--- src/rtl/unidade_controle_jogo_timeout_if.sv ---
// Control/status bundle between the sequence-game control unit and its datapath.
// master = control unit side, slave = datapath / top-level side.
interface unidade_controle_jogo_timeout_if;
  logic       iniciar;
  logic       jogada;
  logic       igual;
  logic       fim_contagem;
  logic       zeraC;
  logic       contaC;
  logic       zeraR;
  logic       registraR;
  logic       acertou;
  logic       errou;
  logic       pronto;
  logic       db_timeout;
  logic [3:0] db_estado;

  modport master (
    input  iniciar, jogada, igual, fim_contagem,
    output zeraC, contaC, zeraR, registraR, acertou, errou, pronto,
           db_timeout, db_estado
  );

  modport slave (
    output iniciar, jogada, igual, fim_contagem,
    input  zeraC, contaC, zeraR, registraR, acertou, errou, pronto,
           db_timeout, db_estado
  );
endinterface

--- src/rtl/unidade_controle_jogo_timeout.sv ---
// Moore control unit for the exp4 sequence game with per-play inactivity timeout.
// Define UC_TIMEOUT_EN to build the timeout counter and the fim_timeout exit.
module unidade_controle_jogo_timeout #(
  parameter int TIMEOUT_CYCLES = 5000,
  parameter int TW             = 16
) (
  input logic                           clock,
  input logic                           reset,
  unidade_controle_jogo_timeout_if.master bus
);

  typedef enum logic [3:0] {
    INICIAL       = 4'h0,
    PREPARACAO    = 4'h1,
    ESPERA_JOGADA = 4'h2,
    REGISTRA      = 4'h4,
    COMPARACAO    = 4'h5,
    PROXIMA       = 4'h6,
    FIM_ACERTO    = 4'hA,
    FIM_TIMEOUT   = 4'hD,
    FIM_ERRO      = 4'hE
  } state_t;

  state_t state_r;
  state_t next_state_s;
  logic   timeout_s;

  logic zera_c_s, conta_c_s, zera_r_s, registra_r_s;
  logic acertou_s, errou_s, pronto_s, db_timeout_s;
  logic zera_c_r, conta_c_r, zera_r_r, registra_r_r;
  logic acertou_r, errou_r, pronto_r, db_timeout_r;

`ifdef UC_TIMEOUT_EN
  localparam logic [TW-1:0] TERM_C = TW'(TIMEOUT_CYCLES - 1);
  localparam logic [TW-1:0] MAX_C  = {TW{1'b1}};

  logic [TW-1:0] count_r;

  // Inactivity counter: runs only while waiting for a play, saturating, zero elsewhere.
  always_ff @(posedge clock) begin
    if (!reset) begin
      count_r <= {TW{1'b0}};
    end else if (state_r == ESPERA_JOGADA) begin
      if (count_r != MAX_C) begin
        count_r <= count_r + {{(TW-1){1'b0}}, 1'b1};
      end else begin
        count_r <= count_r;
      end
    end else begin
      count_r <= {TW{1'b0}};
    end
  end

  assign timeout_s = (count_r == TERM_C);
`else
  logic unused_cfg_s;

  assign unused_cfg_s = (TIMEOUT_CYCLES > TW);
  assign timeout_s    = 1'b0;
`endif

  // Next-state logic; a play pulse takes priority over the terminal count.
  always_comb begin
    next_state_s = state_r;
    case (state_r)
      INICIAL:       next_state_s = bus.iniciar ? PREPARACAO : INICIAL;
      PREPARACAO:    next_state_s = ESPERA_JOGADA;
      ESPERA_JOGADA: begin
        if (bus.jogada) begin
          next_state_s = REGISTRA;
        end else if (timeout_s) begin
          next_state_s = FIM_TIMEOUT;
        end else begin
          next_state_s = ESPERA_JOGADA;
        end
      end
      REGISTRA:      next_state_s = COMPARACAO;
      COMPARACAO: begin
        if (!bus.igual) begin
          next_state_s = FIM_ERRO;
        end else if (bus.fim_contagem) begin
          next_state_s = FIM_ACERTO;
        end else begin
          next_state_s = PROXIMA;
        end
      end
      PROXIMA:       next_state_s = ESPERA_JOGADA;
      FIM_ACERTO,
      FIM_ERRO,
      FIM_TIMEOUT:   next_state_s = bus.iniciar ? PREPARACAO : state_r;
      default:       next_state_s = INICIAL;
    endcase
  end

  // Output decode of the upcoming state so the registered outputs track the state register.
  always_comb begin
    zera_c_s     = 1'b0;
    conta_c_s    = 1'b0;
    zera_r_s     = 1'b0;
    registra_r_s = 1'b0;
    acertou_s    = 1'b0;
    errou_s      = 1'b0;
    pronto_s     = 1'b0;
    db_timeout_s = 1'b0;
    case (next_state_s)
      INICIAL:     zera_r_s = 1'b1;
      PREPARACAO: begin
        zera_c_s = 1'b1;
        zera_r_s = 1'b1;
      end
      REGISTRA:    registra_r_s = 1'b1;
      PROXIMA:     conta_c_s = 1'b1;
      FIM_ACERTO: begin
        acertou_s = 1'b1;
        pronto_s  = 1'b1;
      end
      FIM_ERRO: begin
        errou_s  = 1'b1;
        pronto_s = 1'b1;
      end
      FIM_TIMEOUT: begin
        errou_s      = 1'b1;
        pronto_s     = 1'b1;
        db_timeout_s = 1'b1;
      end
      default: begin
        zera_c_s = 1'b0;
      end
    endcase
  end

  // State and output registers.
  always_ff @(posedge clock) begin
    if (!reset) begin
      state_r      <= INICIAL;
      zera_c_r     <= 1'b0;
      conta_c_r    <= 1'b0;
      zera_r_r     <= 1'b1;
      registra_r_r <= 1'b0;
      acertou_r    <= 1'b0;
      errou_r      <= 1'b0;
      pronto_r     <= 1'b0;
      db_timeout_r <= 1'b0;
    end else begin
      state_r      <= next_state_s;
      zera_c_r     <= zera_c_s;
      conta_c_r    <= conta_c_s;
      zera_r_r     <= zera_r_s;
      registra_r_r <= registra_r_s;
      acertou_r    <= acertou_s;
      errou_r      <= errou_s;
      pronto_r     <= pronto_s;
      db_timeout_r <= db_timeout_s;
    end
  end

  assign bus.zeraC      = zera_c_r;
  assign bus.contaC     = conta_c_r;
  assign bus.zeraR      = zera_r_r;
  assign bus.registraR  = registra_r_r;
  assign bus.acertou    = acertou_r;
  assign bus.errou      = errou_r;
  assign bus.pronto     = pronto_r;
  assign bus.db_timeout = db_timeout_r;
  assign bus.db_estado  = state_r;

endmodule
--- src/flat_wrapper.sv ---
// flat-port wrapper written by rule: the top's interface ports become plain ports
module unidade_controle_jogo_timeout_flat 
#(
  parameter int TIMEOUT_CYCLES = 5000,
  parameter int TW             = 16
)
  (clock, reset, bus_iniciar, bus_jogada, bus_igual, bus_fim_contagem, bus_zeraC, bus_contaC, bus_zeraR, bus_registraR, bus_acertou, bus_errou, bus_pronto, bus_db_timeout, bus_db_estado);
  unidade_controle_jogo_timeout_if bus_i ();
  input logic clock;
  input logic reset;
  input wire logic [$bits(bus_i.iniciar)-1:0] bus_iniciar;
  input wire logic [$bits(bus_i.jogada)-1:0] bus_jogada;
  input wire logic [$bits(bus_i.igual)-1:0] bus_igual;
  input wire logic [$bits(bus_i.fim_contagem)-1:0] bus_fim_contagem;
  output wire logic [$bits(bus_i.zeraC)-1:0] bus_zeraC;
  output wire logic [$bits(bus_i.contaC)-1:0] bus_contaC;
  output wire logic [$bits(bus_i.zeraR)-1:0] bus_zeraR;
  output wire logic [$bits(bus_i.registraR)-1:0] bus_registraR;
  output wire logic [$bits(bus_i.acertou)-1:0] bus_acertou;
  output wire logic [$bits(bus_i.errou)-1:0] bus_errou;
  output wire logic [$bits(bus_i.pronto)-1:0] bus_pronto;
  output wire logic [$bits(bus_i.db_timeout)-1:0] bus_db_timeout;
  output wire logic [$bits(bus_i.db_estado)-1:0] bus_db_estado;
  assign bus_i.iniciar = bus_iniciar;
  assign bus_i.jogada = bus_jogada;
  assign bus_i.igual = bus_igual;
  assign bus_i.fim_contagem = bus_fim_contagem;
  assign bus_zeraC = bus_i.zeraC;
  assign bus_contaC = bus_i.contaC;
  assign bus_zeraR = bus_i.zeraR;
  assign bus_registraR = bus_i.registraR;
  assign bus_acertou = bus_i.acertou;
  assign bus_errou = bus_i.errou;
  assign bus_pronto = bus_i.pronto;
  assign bus_db_timeout = bus_i.db_timeout;
  assign bus_db_estado = bus_i.db_estado;
  unidade_controle_jogo_timeout #(.TIMEOUT_CYCLES(TIMEOUT_CYCLES), .TW(TW)) u_core (.clock(clock), .reset(reset), .bus(bus_i));
endmodule
--- config.mk ---
export PLATFORM = sky130hd
export DESIGN_NAME = unidade_controle_jogo_timeout_flat
export DESIGN_NICKNAME = d
export VERILOG_FILES = /design/src/rtl/unidade_controle_jogo_timeout_if.sv /design/src/rtl/unidade_controle_jogo_timeout.sv /design/src/flat_wrapper.sv
export SDC_FILE = /design/constraint.sdc
export NUM_CORES = 1
export LEC_CHECK = 0
export BUFFER_PORTS_ARGS = -buffer_cell sky130_fd_sc_hd__buf_4
export CORE_MARGIN = 2
export CORE_UTILIZATION = 40
export DETAILED_ROUTE_END_ITERATION = 8
export GPL_TIMING_DRIVEN = 0
export PLACE_DENSITY = 0.65
export SYNTH_ARGS = -nofsm -noshare
export SYNTH_HDL_FRONTEND = slang
export SYNTH_SLANG_ARGS = --single-unit
--- constraint.sdc ---
create_clock -name clock -period 3.35 [get_ports clock]
set_input_delay 0.335 -clock clock [delete_from_list [all_inputs] [get_ports clock]]
set_output_delay 0.335 -clock clock [all_outputs]
set_load 0.01 [all_outputs]
==> results.py <==
metrics = {
    "run_status": {
        "status": "completed",
    },
    "worst_setup_path": {
        "r2r-end": "u_core.bus.pronto$_SDFF_PN0_",
        "slowest_stage": "dfxtp_1",
        "reg2reg_from": "u_core.bus.db_estado[1]$_SDFF_PN0_",
        "cp_slowest_stage_delay_ns": 0.39,
        "critPathLaunchType": "flip-flop",
        "cp.required_ns": 3.50,
        "cp.arrival_ns": 1.59,
        "crit_fanout": 7,
        "worst-setup-path-type": "reg2reg",
        "worstPathCellList": "nor2b_2 > a31o_1 > o21ai_1 > nand2b_1 > a21oi_1",
        "reg2reg_depth": 5,
        "r2r_slack_ns": 1.91,
        "end_kind": "flip-flop",
    },
    "power": {
        "irDropWorstVdd_v": 0.000266,
        "power_switching_mw": 0.0695,
        "p_per_area_nw_per_um2": 412,
        "intPower_mw": 0.237,
        "p_clk_frac": 0.358,
        "swShare": 0.227,
        "sequentialPowerShare": 0.492,
        "comb_power_share": 0.150,
        "power_leakage_nw": 0.323,
    },
    "route": {
        "drtIter0Drc": 9,
        "drc": 0,
        "firstDrtPassIters": 4,
        "via_per_inst": 5.01,
        "drtAntennaViolNets": 0,
        "avgRoutedWirePerCell_um": 10.7,
        "wl_um": 1010,
        "dr_total_vias": 471,
    },
    "sta": {
        "relSlewSlack": 0.795,
        "period_share": 0.430,
        "fmax_ghz": 0.694,
        "worstMarginPinSlew_ns": 0.305,
        "hold_viol_final": 0,
        "setup_viol": 0,
        "fin_crit_ns": 1.44,
        "slew_viol_final": 0,
        "holdWs_ns": 0.277,
        "clock_skew_ns": 0.00399,
        "finalSetupTns_ns": 0,
        "rsz0062_at_grt": "no",
    },
    "hold_path": {
        "hold_depth": 2,
        "min_from": "reset",
        "whs_endpoint": "u_core.bus.zeraR$_SDFF_PN1_",
        "hp-class": "in2reg",
    },
    "finish": {
        "n_fill_cell": 129,
        "syn_to_final_growth_pct": 32.6,
        "layout-drive-gt1-share": 0.405,
        "diodes": 0,
        "fin_nets": 86,
    },
    "job": {
        "cap_violations": 0,
    },
    "clock_network": {
        "ctsHoldBuffers": 0,
        "clock_path_buffers": 2,
        "h-tree-depth": 1,
        "post-cts-setup-buffers": 0,
        "clockRootBuffer": "clkbuf_4",
        "clkSlewWorstSetupHoldPaths_ns": 0.07,
        "ctsResizeCount": 0,
        "cts_buffers": 3,
        "clock_sinks": 12,
        "tritoncts": "built",
        "clkLatencyLatePin_ns": 0.26,
    },
    "synthesis": {
        "synth_cells": 58,
        "syn_area_per_cell_um2": 9.66,
        "ys_ff_latch": 12,
        "synth_cell_types": 29,
        "synth_warnings": 0,
        "seq_area_frac_synth": 0.429,
        "syn_area_um2": 561,
        "syn_nets": 64,
    },
    "grt": {
        "grt_max_degree": 11,
        "track_usage": 0.127,
        "grt_pass1_vias": 389,
        "grt_antenna_before_repair": 0,
        "grt_overflow": 0,
        "grt_pass1_wl_um": 1670,
    },
    "floorplanning": {
        "fp.dieArea_um2": 1720,
        "row_count": 13,
        "die_h_um": 41.4,
        "core-area_um2": 1300,
        "io_pins": 18,
        "initial_core_util": 0.431,
        "fp.dieW_um": 41.4,
    },
    "placement": {
        "hpwl_um": 775,
        "place.port_buffers": 17,
        "gp_congestion": 0.786,
    },
}
-- kinds of logic after synthesis --
group                     synth area share
and+or+nand+nor                      0.275
AOI/OAI and AO/OA                    0.234
DFF                                  0.429
buffers and inverters               0.0469
xor gates and xnor gates            0.0156
-- through the flow --
step                      std cells  total power [mW]  utilization  setup WS, ns  cell area, um2
after detailed placement         90             0.200        0.543          1.90             707
final                            94             0.307        0.571          1.91             743
after global routing             94             0.323        0.571          1.76             743
after CTS                        94             0.310        0.571          1.90             743
after floorplan                  58             0.183            -          2.01             561
after global placement           90             0.201        0.543          1.89             707
-- critical path: cells and delay by family, from the launching register on --
family | cells | cell delay, ns
AO/OA/AOI/OAI | 3 | 0.56
flip-flops | 1 | 0.39
AND/OR/NAND/NOR | 2 | 0.38
-- per-layer routing --
layer / track usage / share of wire / vias up
li1: - / - / 246
met1: 0.162 / 0.49 / 214
met2: 0.181 / 0.45 / 9
met3: 0.0565 / 0.043 / 2
met4: 0.0581 / 0.012 / 0
met5: 0 / 0 / -
-- registers in the layout (all words and copies together) (netlist names) --
name / flops
u_core.bus.pronto: 1
u_core.bus.contaC: 1
u_core.bus.db_timeout: 1
u_core.bus.errou: 1
u_core.bus.zeraC: 1
u_core.bus.db_estado: 4
u_core.bus.acertou: 1
u_core.bus.registraR: 1
u_core.bus.zeraR: 1
-- cell usage in the layout (no fill, tap or decap), drive strengths merged, types with 2 or more instances in the layout --
cell type / instances
nor2: 3
and2: 2
nor3: 3
nand2b: 4
nor2b: 4
a21oi: 6
a31o: 2
clkbuf: 4
buf: 19
nand2: 3
inv: 3
dfxtp: 12
o21ai: 3
-- cell usage after synthesis (all sizes together) --
| cell | n | area (um2) |
|---|---|---|
| dfxtp | 12 | 240 |
| o21ai | 3 | 15.0 |
| nand2 | 3 | 13.8 |
| o2bb2ai | 1 | 8.76 |
| and2 | 2 | 15.0 |
| inv | 3 | 11.3 |
| o22ai | 1 | 12.5 |
| buf | 2 | 15.0 |
| o211a | 1 | 10.0 |
| a211oi | 1 | 7.51 |
| xnor2 | 1 | 8.76 |
| a21oi | 6 | 45.1 |
| nor2b | 4 | 30.0 |
| a31o | 2 | 26.3 |
| nand2b | 4 | 25.0 |
| nor3 | 3 | 15.0 |
| nor4b | 1 | 8.76 |
| or3b | 1 | 11.3 |
| nor2 | 3 | 11.3 |
| nand3b | 1 | 7.51 |
| nor3b | 1 | 7.51 |
| a31oi | 1 | 6.26 |
| nand4b | 1 | 8.76 |
-- power by group through the flow --
stage                     clock network (mW)  registers [mW]  logic [mW]
final                                  0.110           0.151      0.0460
after detailed placement                   0           0.154      0.0461
after global placement                     0           0.154      0.0464
after global routing                   0.120           0.152      0.0511
after CTS                              0.113           0.151      0.0464
after floorplan                            0           0.156      0.0266
-- layout make-up --
class,count,area (um2),area share
multi-input cells,41,294,0.396
well taps,15,18.8,0.0253
inverters,3,11.3,0.0152
clock buffers,4,36.3,0.0488
plain buffers,2,15.0,0.0202
repair buffers,17,128,0.172
flip-flops and latches,12,240,0.323
-- worst max path at each step --
stage                                        from                                 end  cells after the start
2_1_floorplan  u_core.bus.db_estado[0]$_SDFF_PN0_  u_core.bus.db_estado[3]$_SDFF_PN0_                      6
3_3_place_gp                          bus_iniciar        u_core.bus.pronto$_SDFF_PN0_                      6
3_5_place_dp                          bus_iniciar        u_core.bus.pronto$_SDFF_PN0_                      6
4_1_cts        u_core.bus.db_estado[1]$_SDFF_PN0_        u_core.bus.pronto$_SDFF_PN0_                      5
5_1_grt        u_core.bus.db_estado[1]$_SDFF_PN0_  u_core.bus.db_estado[3]$_SDFF_PN0_                      5
6_report       u_core.bus.db_estado[1]$_SDFF_PN0_        u_core.bus.pronto$_SDFF_PN0_                      5
(Power assumes the default switching activity.)
